**src/rtl/seg_pkg.sv**
```systemverilog
// Shared constants and types for the seven-segment scan controller.
package seg_pkg;

    localparam int         NUM_DIGITS = 8;
    localparam logic [7:0] SEG_OFF    = 8'hFF;

    // Active-high {g,f,e,d,c,b,a} patterns, index 15 listed first.
    localparam logic [15:0][6:0] HEX_PAT = {
        7'h71, 7'h79, 7'h5E, 7'h39, 7'h7C, 7'h77, 7'h6F, 7'h7F,
        7'h07, 7'h7D, 7'h6D, 7'h66, 7'h4F, 7'h5B, 7'h06, 7'h3F
    };

    typedef struct packed {
        logic [3:0] data;
        logic       show;
        logic       dp;
    } digit_t;

endpackage

```
**src/rtl/seg_hex_decoder.sv**
```systemverilog
// Combinational hex-to-segment decoder shared by all scanned digits.
module seg_hex_decoder
    import seg_pkg::*;
(
    input  logic [3:0] value,
    output logic [6:0] pattern
);

    assign pattern = HEX_PAT[value];

endmodule

```
**src/rtl/seg_scan_ctrl.sv**
```systemverilog
// Round-robin eight-digit seven-segment sequencer with blanking, dp, blink
// and a frame-complete strobe; one decoder is time-shared across digits.
module seg_scan_ctrl
    import seg_pkg::*;
#(
    parameter int SCAN_DIV   = 4,
    parameter int BLINK_HALF = 25000000
) (
    input  logic       clk,
    input  logic       rst,
    input  logic       wr_en,
    input  logic [2:0] wr_addr,
    input  logic [3:0] wr_data,
    input  logic       wr_show,
    input  logic       wr_dp,
    input  logic [7:0] blink_mask,
    output logic       frame_done,
    output logic [7:0] seg0,
    output logic [7:0] seg1,
    output logic [7:0] seg2,
    output logic [7:0] seg3,
    output logic [7:0] seg4,
    output logic [7:0] seg5,
    output logic [7:0] seg6,
    output logic [7:0] seg7
);

    localparam int DIV_W = (SCAN_DIV > 1) ? $clog2(SCAN_DIV) : 1;
    localparam int BLK_W = (BLINK_HALF > 1) ? $clog2(BLINK_HALF) : 1;
    localparam logic [DIV_W-1:0] DIV_LAST = DIV_W'(SCAN_DIV - 1);
    localparam logic [BLK_W-1:0] BLK_LAST = BLK_W'(BLINK_HALF - 1);
    localparam logic [2:0]       PTR_LAST = 3'(NUM_DIGITS - 1);

    digit_t [NUM_DIGITS-1:0]       buffer;
    logic   [NUM_DIGITS-1:0][7:0]  seg_q;
    logic   [DIV_W-1:0]            div;
    logic   [BLK_W-1:0]            blk_cnt;
    logic   [2:0]                  ptr;
    logic                          phase;
    logic                          frame_q;

    logic                          slot;
    digit_t                        cur;
    logic   [6:0]                  pat;
    logic                          blank;
    logic   [7:0]                  seg_next;

    assign slot = (div == DIV_LAST);
    assign cur  = buffer[ptr];

    seg_hex_decoder u_dec (
        .value   (cur.data),
        .pattern (pat)
    );

    // Blink phase is applied only as each digit is refreshed, so a phase
    // flip never glitches a digit between its slots.
    always_comb begin
        blank    = !cur.show || (blink_mask[ptr] && phase);
        seg_next = blank ? SEG_OFF : {~cur.dp, ~pat};
    end

    always_ff @(posedge clk or posedge rst) begin
        if (rst) begin
            buffer  <= '0;
            seg_q   <= {NUM_DIGITS{SEG_OFF}};
            div     <= '0;
            blk_cnt <= '0;
            ptr     <= '0;
            phase   <= 1'b0;
            frame_q <= 1'b0;
        end else begin
            // The slot reads pre-edge contents; a same-edge write lands a frame later.
            if (wr_en) begin
                buffer[wr_addr] <= '{data: wr_data, show: wr_show, dp: wr_dp};
            end

            div <= slot ? '0 : div + DIV_W'(1);

            if (slot) begin
                seg_q[ptr] <= seg_next;
                ptr        <= ptr + 3'd1;
            end
            frame_q <= slot && (ptr == PTR_LAST);

            if (blk_cnt == BLK_LAST) begin
                blk_cnt <= '0;
                phase   <= ~phase;
            end else begin
                blk_cnt <= blk_cnt + BLK_W'(1);
            end
        end
    end

    assign frame_done = frame_q;
    assign seg0 = seg_q[0];
    assign seg1 = seg_q[1];
    assign seg2 = seg_q[2];
    assign seg3 = seg_q[3];
    assign seg4 = seg_q[4];
    assign seg5 = seg_q[5];
    assign seg6 = seg_q[6];
    assign seg7 = seg_q[7];

endmodule
```
**config.mk**
```make
export PLATFORM = sky130hd
export DESIGN_NAME = seg_scan_ctrl
export DESIGN_NICKNAME = d
export VERILOG_FILES = /design/src/rtl/seg_pkg.sv /design/src/rtl/seg_hex_decoder.sv /design/src/rtl/seg_scan_ctrl.sv
export SDC_FILE = /design/constraint.sdc
export NUM_CORES = 1
export LEC_CHECK = 0
export ABC_AREA = 1
export BUFFER_PORTS_ARGS = -buffer_cell sky130_fd_sc_hd__buf_2
export CORE_MARGIN = 4
export CORE_UTILIZATION = 58
export CTS_CLUSTER_SIZE = 24
export DETAILED_ROUTE_END_ITERATION = 7
export GPL_TIMING_DRIVEN = 0
export PLACE_DENSITY = 0.82
export SYNTH_ARGS = -nofsm -noshare
export SYNTH_HDL_FRONTEND = slang
export SYNTH_SLANG_ARGS = --single-unit
```
**constraint.sdc**
```tcl
create_clock -name clk -period 5.35 [get_ports clk]
set_input_delay 0.2675 -clock clk [delete_from_list [all_inputs] [get_ports clk]]
set_output_delay 0.2675 -clock clk [all_outputs]
set_load 0.01 [all_outputs]
```
==> key figures, run 1 <==
Die
  • Core area: between 10000 and 15000 µm²
  • Die height: 117 µm
  • # rows: 39
  • IO Count: 85
  • Die W: ~120 µm
  • Die Area: 13700 µm²
  • Starting Density: 60.0%

Timing
  • Least-Margin Pin Slew: 0.598 ns
  • Minimum clock period: 2.63 ns
  • Total Neg Setup Slack: 0 ns
  • Fin crit share: 49.1%
  • FMAX: 380 MHz
  • Clock Skew: 0.00933 ns
  • Hold_ws: 0.0686 ns
  • Final Slew Violations: 0
  • Count of final setup violators: 0
  • Slew HR: 60.0%
  • Final hold vios: 0
  • Unrepaired setup endpoints after global routing: false

Min path
  • Sink of the worst hold path: buffer[43]$_DFFE_PP0P_
  • Hold Startpoint: wr_show
  • Worst hold stages: 3
  • HP Class: primary input to register

Logic synthesis
  • Syn Area/Cell: 8.09 µm²
  • Synth Register Bits: 144
  • Synth area leader: dfrtp_1
  • Syn Std Cell Area: between 6000 and 7000 µm²
  • Fraction of the mapped netlist area in compound gates: under 10%
  • Post-Synth XOR/XNOR Area: 2.79%
  • Syn. warnings: 0
  • Post-synthesis sequential area ratio: 53.4%
  • Post-synthesis adder-cell area fraction: 1.81%
  • Synth cell types: 31
  • Share of the synthesized area in the top cell type: ~29%
  • Synth area leaders: dfrtp_1 (29%), dfstp_2 (24%), nand2_1 (20%)
  • Syn Nets: 883
  • Cells after Synth: 853
  • Largest family of logic cells by synthesized area: simple AND/OR/NAND/NOR gates
  • Post-synthesis mux area share: 0%
  • Synth Area in Simple Gates: between 30% and 40%

Worst setup path
  • Critical path arrival: 2.99 ns
  • Crit path top cell by count: nand2_1
  • Crit Path Category: register to register
  • Top delay family on crit path: simple AND/OR/NAND/NOR gates
  • Slowest cell on crit path: dfrtp_1
  • Type of origin of the critical path: register
  • Worst r2r src: ptr[0]$_DFFE_PP0P_
  • CP cell instances: buf_4 > clkinv_4 > buf_4 > nand2_1 > nand3_1 > nand2_1 > nor2_1 > inv_1 > ha_1 > o21ai_0 > nand2_1 > nand2_1 > nand3_2 > nand2_1 > nand2_1
  • Crit-path max FO: 10
  • R2R cell count: 15
  • Flop-to-flop setup slack: ~2.7 ns
  • CP startpoint: ptr[0]$_DFFE_PP0P_
  • Crit end category: register
  • Worst path bufs/invs: 4
  • Slowest Stage Delay on Critical Path: 0.39 ns
  • Req. time, crit path: 5.71 ns
  • Reg-to-reg endpoint: seg4[3]$_DFFE_PP1P_

Detailed routing
  • DRT iter0 DRCs: 500
  • WL/cell: 14.5 µm
  • Via density per instance: 5.28
  • Pre-antenna DRT Iters: 7
  • Antenna viol nets, final: 0
  • Routed vias: 5881
  • Drt drc: 0
  • WL final: between 15 and 20 mm

Clock network
  • CTS max path bufs: 2
  • Clock slew at reported path FFs: roughly 0.070 ns
  • H-tree levels: 4
  • CTS buffer count: 17
  • Worst skew pair latency: 0.43 ns
  • Post-CTS setup buffer count: 0
  • CTS Root Cell: clkbuf_16
  • CTS Sinks: between 100 and 150
  • CTS tree: done

Global routing
  • Total grt overflow: 0
  • Largest net degree at the start of global routing: 97
  • Vias in the first global route: 5514
  • GRT Total Usage: between 20% and 30%
  • Antenna violations before repair: 0
  • First-pass GRT wire length: 26.4 mm

Flow run
  • Maxcap violations: 0

Final layout
  • Most frequent cells in the layout: nand2_1 (365), inv_1 (91), buf_2 (85)
  • Final core utilization: between 70% and 80%
  • Share of layout cells above drive strength 1: 22.7%
  • Inserted Diodes: 0
  • Area Growth Syn to Fin: 18.2%
  • Most common cell after layout, fill and taps aside: nand2_1
  • Nets: 988

Outcome
  • Outcome: finished, final reports clean

Place
  • Dpl hpwl: 10.9 mm
  • IO buf count: 84
  • GPL Wtd Cong: 0.915

Power
  • Final Power: between 0.003 and 0.004 W
  • VDD IR max: 197 µV
  • Lkg Pwr: ~4.2 nW
  • PwrDens: just under 400 nW/µm²
-- layer usage --
layer | up-vias | track usage [%] | share of wire (%)
li1 | 2856 | - | -
met4 | 0 | 10.6 | 3.0
met2 | 225 | 39.3 | 46
met1 | 2754 | 33.5 | 45
met5 | - | 0 | 0
met3 | 46 | 4.88 | 6.0
-- Yosys cell counts --
| cell | number |
|---|---|
| nand2_1 | 365 |
| inv_1 | 92 |
| dfrtp_1 | 80 |
| dfstp_2 | 64 |
| o21ai_0 | 52 |
| nor2_1 | 48 |
| nand3_1 | 44 |
| xor2_1 | 17 |
| nor3_1 | 13 |
| ha_1 | 10 |
| nor2_2 | 9 |
| clkbuf_1 | 8 |
| nand4_1 | 8 |
| nand3_2 | 6 |
| inv_2 | 5 |
| nand2_2 | 5 |
| xnor2_1 | 5 |
| buf_4 | 4 |
| nor4_1 | 3 |
| a21oi_1 | 2 |
| buf_6 | 2 |
| nor2_8 | 2 |
| buf_2 | 1 |
| clkinv_1 | 1 |
| clkinv_4 | 1 |
| nand3b_1 | 1 |
| nand4_4 | 1 |
| nor2_4 | 1 |
| nor3b_1 | 1 |
| o211ai_1 | 1 |
| o211ai_4 | 1 |
-- power breakdown --
| group | total [W] | switching (W) | internal, W |
|---|---|---|---|
| Sequential | 0.00144 | 0.0000977 | 0.00134 |
| Combinational | 0.000559 | 0.000351 | 0.000208 |
| Clock | 0.00121 | 0.000516 | 0.000695 |
-- through the flow --
step / std cells / area (µm²) / setup WS [ns]
finish: 1114 / 8160 / 2.72
global route: 1114 / 8160 / 2.53
CTS: 1114 / 8160 / 2.76
detailed placement: 1081 / 7540 / 2.82
global placement: 1080 / 7500 / -0.129
floorplan: 853 / 6900 / 1.32
-- worst min-delay path: stages --
cell and delay, ns:
buf_2 0.09, nand2_1 0.04, o21ai_0 0.06
-- registers in the layout, indices dropped and copies added (netlist names), 2 cells and up --
signal	flops
seg3	8
seg0	8
seg1	8
seg2	8
blk_cnt	25
seg5	8
seg6	8
buffer	48
ptr	3
div	2
seg7	8
seg4	8
-- area by class of cell --
class | instances | area [µm²]
sequential | 144 | 3680
fill | 860 | 3360
multi-input combinational | 595 | 2760
timing repair buffer | 86 | 458
clock buffer | 18 | 450
inverter | 99 | 382
tap | 143 | 179
clock inverter | 14 | 161
buffer | 15 | 87.6
-- repair_timing --
action | CTS | global route
endpoints found under the hold margin | 16 | 0
setup endpoints to repair | 0 | 0
resized for setup | 0 | 0
hold buffers | 1 | 0
-- cells by family (layout without fill, tap and decap cells) --
kind of cell,after synthesis,count (layout)
DFF,144,144
buffers and inverters,114,232
xor gates and xnor gates,22,22
and+or+nand+nor,507,507
adders and majority gates,10,10
AOI/OAI and AO/OA,56,56
-- worst max path at each step --
stage / to / slack, ns / cells after the start
finish: seg4[3]$_DFFE_PP1P_ / 2.72 / 15
global route: seg4[3]$_DFFE_PP1P_ / 2.53 / 15
CTS: seg4[3]$_DFFE_PP1P_ / 2.76 / 15
detailed placement: seg0[5]$_DFFE_PP1P_ / 2.82 / 15
global placement: buffer[11]$_DFFE_PP0P_ / -0.13 / 2
floorplan: blk_cnt[0]$_DFF_PP0_ / 1.32 / 1
(Power assumes the default switching activity.)
==> run 2: changes to the inputs <==
- CORE_UTILIZATION: 58 -> 53
- PLACE_DENSITY: 0.82 -> 0.79
- clock period: 5.35 -> 2.3 ns (I/O delays scaled with it)
==> key figures, run 2 (synthesized netlist as in run 1, its figures left out) <==
Worst setup path
  • R2R cell count: 12 (was 15)
  • Critical path endpoint: seg5[3]$_DFFE_PP1P_ (was seg4[3]$_DFFE_PP1P_)
  • Reg-to-reg endpoint: seg5[3]$_DFFE_PP1P_ (was seg4[3]$_DFFE_PP1P_)
  • Critical path arrival: 2.55 ns (was 2.99 ns)
  • Crit end category: register (unchanged)
  • Req. time, crit path: 2.67 ns (was 5.71 ns)
  • Crit-path max FO: 8 (was 10)
  • Flop-to-flop setup slack: 0.11 ns (was 2.72 ns)
  • Crit Path Category: register to register (unchanged)
  • Worst r2r src: ptr[2]$_DFFE_PP0P_ (was ptr[0]$_DFFE_PP0P_)
  • Type of origin of the critical path: register (unchanged)
  • CP startpoint: ptr[2]$_DFFE_PP0P_ (was ptr[0]$_DFFE_PP0P_)

Timing
  • Final hold vios: 0 (unchanged)
  • Final Slew Violations: 0 (unchanged)
  • Minimum clock period: 2.19 ns (was 2.63 ns)
  • Hold_ws: 0.0686 ns (about the same)
  • Slew HR: 51.4% (was 60.0%)
  • Clock Skew: 0.0108 ns (was 0.00933 ns)
  • Count of final setup violators: 0 (unchanged)
  • Least-Margin Pin Slew: 0.728 ns (was 0.598 ns)
  • Setup ws final: 0.114 ns (was 2.72 ns)
  • Fin crit share: 95.0% (was 49.1%)
  • FMAX: 458 MHz (was 380 MHz)

Place
  • GPL Wtd Cong: 0.888 (was 0.915)
  • Dpl cells: 1112 (was 1081)
  • Placement Setup Slack: -0.231 ns (was 2.82 ns)
  • IO buf count: 84 (unchanged)
  • Dpl hpwl: 11.3 mm (was 10.9 mm)
  • Area after DPL: 7600 µm² (was 7540 µm²)

Detailed routing
  • Drt drc: 0 (unchanged)
  • Antenna viol nets, final: 0 (unchanged)
  • Pre-antenna DRT Iters: 5 (was 7)
  • WL final: 16.3 mm (was 16.1 mm)
  • Met3 wire length: 962 µm (was 970 µm)
  • WL/cell: 14.2 µm (was 14.5 µm)
  • Routed vias: 5849 (was 5881)
  • Met1 wire length: 7.39 mm (was 7.27 mm)
  • Via density per instance: 5.07 (was 5.28)
  • Top sig layer: met4 (unchanged)
  • Met2 routed WL: 7.70 mm (was 7.40 mm)
  • DRT iter0 DRCs: 677 (was 500)

Final layout
  • Cell Count, Final, Fillers Out: 1154 (was 1114)
  • Area Growth Syn to Fin: 21.3% (was 18.2%)
  • Inserted Diodes: 0 (unchanged)
  • Largest register FFs: 48 (unchanged)
  • Nets: 999 (was 988)
  • # fillers: 1012 (was 860)
  • Reg with most FFs: buffer (unchanged)
  • Share of layout cells above drive strength 1: 24.4% (was 22.7%)
  • Most frequent cells in the layout: nand2_1 (358), inv_1 (90), buf_2 (85) (was nand2_1 (365), inv_1 (91), buf_2 (85))
  • Final instance area: 8380 µm² (was 8160 µm²)
  • Biggest regs: buffer: 48 flops, blk_cnt: 25 flops (unchanged)
  • Most common cell after layout, fill and taps aside: nand2_1 (unchanged)

Global routing
  • GRT Total Usage: 22.4% (was 24.7%)
  • Vias in the first global route: 5458 (was 5514)
  • First-pass GRT wire length: 26.5 mm (was 26.4 mm)
  • Antenna violations before repair: 0 (unchanged)
  • Largest net degree at the start of global routing: 45 (was 97)
  • Total grt overflow: 0 (unchanged)

Clock network
  • Clock slew at reported path FFs: 0.06 ns (was 0.07 ns)
  • H-tree levels: 4 (unchanged)
  • CTS tree: done (unchanged)
  • CTS Sinks: 144 (unchanged)
  • CTS Root Cell: clkbuf_16 (unchanged)
  • CTS max path bufs: 2 (unchanged)
  • Worst skew pair latency: 0.43 ns (about the same)
  • CTS buffer count: 17 (unchanged)

Flow run
  • Maxcap violations: 0 (unchanged)

Die
  • Core area: 12700 µm² (was 11500 µm²)
  • IO Count: 85 (unchanged)
  • Die height: 122 µm (was 117 µm)
  • Die Area: 14900 µm² (was 13700 µm²)
  • # rows: 41 (was 39)
  • Die W: 122 µm (was 117 µm)
  • Starting Density: 54.5% (was 60.0%)

Min path
  • HP Class: primary input to register (unchanged)
  • Worst hold stages: 4 (was 3)

Outcome
  • Outcome: finished, final reports clean (unchanged)

Power
  • Lkg Pwr: 4.21 nW (was 4.17 nW)
  • Final Power: 0.00740 W (was 0.00321 W)
  • VDD IR max: 479 µV (was 197 µV)
  • PwrDens: 884 nW/µm² (was 393 nW/µm²)
[run 2: changes by cell type in the layout (fill, tap and decap cells not counted), moves of 2 or more]
| cell | change |
|---|---|
| buf_12 | +3 |
| buf_4 | +2 |
| clkinv_2 | +2 |
| clkinvlp_4 | +2 |
| dlygate4sd3_1 | +5 |
| nand2_1 | -7 |
| nand2_2 | +7 |
| nand3_2 | -4 |
| nand3_4 | +5 |
| nor2_1 | -2 |
| nor2_2 | -2 |
| nor2_4 | +4 |
[run 2: per-layer routing]
layer | vias to the layer above | track usage (%)
li1 | 2877 | -
met1 | 2759 | 30.5
met2 | 190 | 36.2
met3 | 23 | 4.41
met4 | 0 | 7.84
met5 | - | 0
[run 2: worst min-delay path by stage]
stage | start | to
2_1_floorplan | wr_dp | buffer[42]$_DFFE_PP0P_
3_3_place_gp | wr_show | buffer[43]$_DFFE_PP0P_
3_5_place_dp | rst | ptr[0]$_DFFE_PP0P_
4_1_cts | wr_addr[2] | buffer[40]$_DFFE_PP0P_
5_1_grt | wr_addr[2] | buffer[40]$_DFFE_PP0P_
6_report | wr_addr[2] | buffer[39]$_DFFE_PP0P_
[run 2: layout make-up]
cell class / instances / area (µm²) / share of cell area (%)
clock inverters: 15 / 151 / 1.81
plain buffers: 15 / 98.8 / 1.18
multi-input cells: 595 / 2850 / 34.0
clock buffers: 17 / 425 / 5.08
inverters: 99 / 383 / 4.57
flip-flops and latches: 144 / 3680 / 44.0
repair buffers: 97 / 571 / 6.81
well taps: 172 / 215 / 2.57
[run 2: stage by stage]
stage                     TNS, ns  utilization (%)
after detailed placement    -6.10             60.0
after floorplan                 0                -
final                           0             66.1
after global routing        -1.16             66.1
after CTS                       0             65.4
after global placement     -37.69             59.5
[run 2: power breakdown]
group | internal [W] | switching [W] | leakage, nW
clock network | 0.00153 | 0.00116 | 0.285
registers | 0.00312 | 0.000229 | 1.70
logic | 0.000520 | 0.000849 | 2.23
[run 2: timing repair]
| item | CTS | global route |
|---|---|---|
| pin swaps | 1 | 3 |
| hold buffers | 6 | 0 |
| gates resized for setup | 6 | 22 |
| setup buffers | 1 | 3 |
| endpoints found under the setup margin | 56 | 56 |
| hold endpoints to repair | 6 | 0 |
[run 2: critical path, cell delays in order (launching register included)]
cell and delay [ns]:
dfrtp_1 0.50, nand2_1 0.18, inv_2 0.18, nand3_1 0.12, nand2_2 0.12, nor2_4 0.06
buf_4 0.14, ha_1 0.30, nand2_1 0.10, nand3_2 0.11, nand3_4 0.16, nand2_2 0.07
nand2_1 0.09
==> run 3: changes to the inputs <==
- BUFFER_PORTS_ARGS: -buffer_cell sky130_fd_sc_hd__buf_2 -> not set
- CORE_UTILIZATION: 53 -> 57
- DONT_BUFFER_PORTS: not set -> 1
- PLACE_DENSITY: 0.79 -> 0.77
==> key figures, run 3 (synthesized netlist as in run 1, its figures left out) <==
Outcome
  • Outcome: finished, final reports clean (unchanged)

Place
  • Area after DPL: 7150 µm² (was 7600 µm²)
  • Placement Setup Slack: -0.327 ns (was -0.231 ns)
  • IO buf count: 0 (was 84)
  • Dpl hpwl: 11.5 mm (was 11.3 mm)
  • GPL Wtd Cong: 0.899 (was 0.888)

Final layout
  • Final instance area: 7990 µm² (was 8380 µm²)
  • Area Growth Syn to Fin: 15.7% (was 21.3%)
  • Largest register FFs: 48 (unchanged)
  • Final core utilization: 68.8% (was 66.1%)
  • Share of layout cells above drive strength 1: 17.7% (was 24.4%)
  • Reg with most FFs: buffer (unchanged)
  • Most frequent cells in the layout: nand2_1 (353), inv_1 (90), dfrtp_1 (78) (was nand2_1 (358), inv_1 (90), buf_2 (85))
  • # fillers: 898 (was 1012)
  • Most common cell after layout, fill and taps aside: nand2_1 (unchanged)
  • Inserted Diodes: 0 (unchanged)
  • Biggest regs: buffer: 48 flops, blk_cnt: 25 flops (unchanged)
  • Nets: 920 (was 999)

Timing
  • Least-Margin Pin Slew: 0.689 ns (was 0.728 ns)
  • Slew HR: 53.9% (was 51.4%)
  • FMAX: 451 MHz (was 458 MHz)
  • Setup ws final: 0.0835 ns (was 0.114 ns)
  • Final Slew Violations: 0 (unchanged)
  • Fin crit share: 96.4% (was 95.0%)
  • Minimum clock period: 2.22 ns (was 2.19 ns)
  • Hold_ws: 0.0242 ns (was 0.0686 ns)
  • Clock Skew: 0.00797 ns (was 0.0108 ns)
  • Count of final setup violators: 0 (unchanged)
  • Final hold vios: 0 (unchanged)

Die
  • # rows: 39 (was 41)
  • Die W: 118 µm (was 122 µm)
  • Die height: 118 µm (was 122 µm)
  • Die Area: 13900 µm² (was 14900 µm²)
  • IO Count: 85 (unchanged)
  • Starting Density: 59.4% (was 54.5%)
  • Core area: 11600 µm² (was 12700 µm²)

Power
  • Sequential power share: 48.8% (was 45.3%)
  • VDD IR max: 556 µV (was 479 µV)
  • Lkg Pwr: 3.96 nW (was 4.21 nW)
  • Clock share of power: 37.6% (was 36.2%)
  • Gate power share: 13.6% (was 18.5%)
  • Sw Share: 30.5% (was 30.2%)
  • PwrDens: 909 nW/µm² (was 884 nW/µm²)
  • Internal: 0.00505 W (was 0.00517 W)
  • P_sw: 0.00221 W (was 0.00224 W)
  • Final Power: 0.00726 W (was 0.00740 W)

Global routing
  • First-pass GRT wire length: 27.4 mm (was 26.5 mm)
  • Total grt overflow: 0 (unchanged)
  • Antenna violations before repair: 0 (unchanged)
  • Vias in the first global route: 5576 (was 5458)
  • Largest net degree at the start of global routing: 47 (was 45)
  • GRT Total Usage: 24.4% (was 22.4%)

Worst setup path
  • Crit-path max FO: 10 (was 8)
  • Slowest Stage Delay on Critical Path: 0.41 ns (was 0.50 ns)
  • Top delay family on crit path: simple AND/OR/NAND/NOR gates (unchanged)
  • CP cell instances: buf_6 > inv_8 > buf_8 > nand2_1 > nand3_1 > nand2_2 > nor2_4 > inv_2 > ha_1 > o21ai_2 > nand2_1 > nand2_2 > nand3_4 > nand2_2 > nand2_1 (was nand2_1 > inv_2 > nand3_1 > nand2_2 > nor2_4 > buf_4 > ha_1 > nand2_1 > nand3_2 > nand3_4 > nand2_2 > nand2_1)
  • Worst r2r src: ptr[0]$_DFFE_PP0P_ (was ptr[2]$_DFFE_PP0P_)
  • R2R cell count: 15 (was 12)
  • Worst path bufs/invs: 4 (was 2)
  • Type of origin of the critical path: register (unchanged)
  • Critical path arrival: 2.57 ns (was 2.55 ns)
  • Crit end category: register (unchanged)
  • Reg-to-reg endpoint: seg6[3]$_DFFE_PP1P_ (was seg5[3]$_DFFE_PP1P_)
  • Crit Path Category: register to register (unchanged)
  • Flop-to-flop setup slack: 0.08 ns (was 0.11 ns)
  • Req. time, crit path: 2.65 ns (was 2.67 ns)
  • Slowest cell on crit path: dfrtp_1 (unchanged)

Min path
  • Worst hold stages: 4 (unchanged)
  • HP Class: primary input to register (unchanged)
  • Sink of the worst hold path: buffer[3]$_DFFE_PP0P_ (was buffer[39]$_DFFE_PP0P_)
  • Hold Startpoint: wr_addr[0] (was wr_addr[2])

Detailed routing
  • WL/cell: 15.6 µm (was 14.2 µm)
  • Via density per instance: 5.41 (was 5.07)
  • Routed vias: 5659 (was 5849)
  • Antenna viol nets, final: 0 (unchanged)
  • WL final: 16.3 mm (about the same)
  • Pre-antenna DRT Iters: 5 (unchanged)
  • Drt drc: 0 (unchanged)
  • DRT iter0 DRCs: 469 (was 677)

Clock network
  • CTS buffer count: 17 (unchanged)
  • CTS max path bufs: 2 (unchanged)
  • Clock slew at reported path FFs: 0.06 ns (about the same)
  • CTS Root Cell: clkbuf_16 (unchanged)
  • CTS Sinks: 144 (unchanged)
  • Worst skew pair latency: 0.42 ns (was 0.43 ns)
  • H-tree levels: 4 (unchanged)
  • CTS tree: done (unchanged)

Flow run
  • Maxcap violations: 0 (unchanged)
[run 3: area by class of cell]
type	count	area, µm²	area share [%]
Buffer	15	103	1.28
Clock buffer	18	439	5.50
Tap cell	143	179	2.24
Multi-Input combinational cell	595	2850	35.7
Inverter	99	383	4.79
Sequential cell	144	3690	46.1
Clock inverter	14	145	1.82
Timing Repair Buffer	18	200	2.51
[run 3: through the flow]
| step | TNS [ns] | cells |
|---|---|---|
| finish | 0 | 1046 |
| global route | -0.507 | 1046 |
| CTS | 0 | 1042 |
| detailed placement | -8.84 | 999 |
| global placement | -17.65 | 996 |
| floorplan | 0 | 853 |
[run 3: what timing repair did]
action	in CTS	in global routing
resized for setup	9	24
pin swaps	1	4
buffers inserted	0	4
endpoints found under the hold margin	38	0
endpoints found under the setup margin	56	56
hold buffers	11	0
[run 3: per-layer routing]
layer	wire length (µm)	up-vias	share of wire [%]	track usage [%]
met1	6970	2687	43	31.2
met3	1110	30	6.8	5.77
met2	7860	226	48	39.8
li1	-	2716	-	-
met4	361	0	2.2	10.1
met5	0	-	0	0
[run 3: power by group through the flow]
stage / clock [W] / combinational (W) / sequential, W
after floorplan: 0 / 0.000689 / 0.00348
after global placement: 0 / 0.000831 / 0.00357
after detailed placement: 0 / 0.000894 / 0.00358
after CTS: 0.00274 / 0.000948 / 0.00355
after global routing: 0.00289 / 0.00113 / 0.00359
final: 0.00273 / 0.000986 / 0.00355
[run 3: worst register-to-register path: stages (launching register included)]
cell	delay (ns)
dfrtp_1	0.41
buf_6	0.16
inv_8	0.09
buf_8	0.14
nand2_1	0.07
nand3_1	0.10
nand2_2	0.08
nor2_4	0.18
inv_2	0.07
ha_1	0.23
o21ai_2	0.10
nand2_1	0.10
nand2_2	0.08
nand3_4	0.17
nand2_2	0.13
nand2_1	0.06
[run 3: worst max path at each step]
stage,startpoint,endpoint,slack (ns),cells after the start
2_1_floorplan,ptr[0]$_DFFE_PP0P_,seg0[3]$_DFFE_PP1P_,0.25,15
3_3_place_gp,ptr[0]$_DFFE_PP0P_,seg1[6]$_DFFE_PP1P_,-0.25,15
3_5_place_dp,ptr[0]$_DFFE_PP0P_,seg1[6]$_DFFE_PP1P_,-0.33,15
4_1_cts,ptr[0]$_DFFE_PP0P_,seg7[5]$_DFFE_PP1P_,0.01,15
5_1_grt,ptr[0]$_DFFE_PP0P_,seg6[3]$_DFFE_PP1P_,-0.05,15
6_report,ptr[0]$_DFFE_PP0P_,seg6[3]$_DFFE_PP1P_,0.08,15
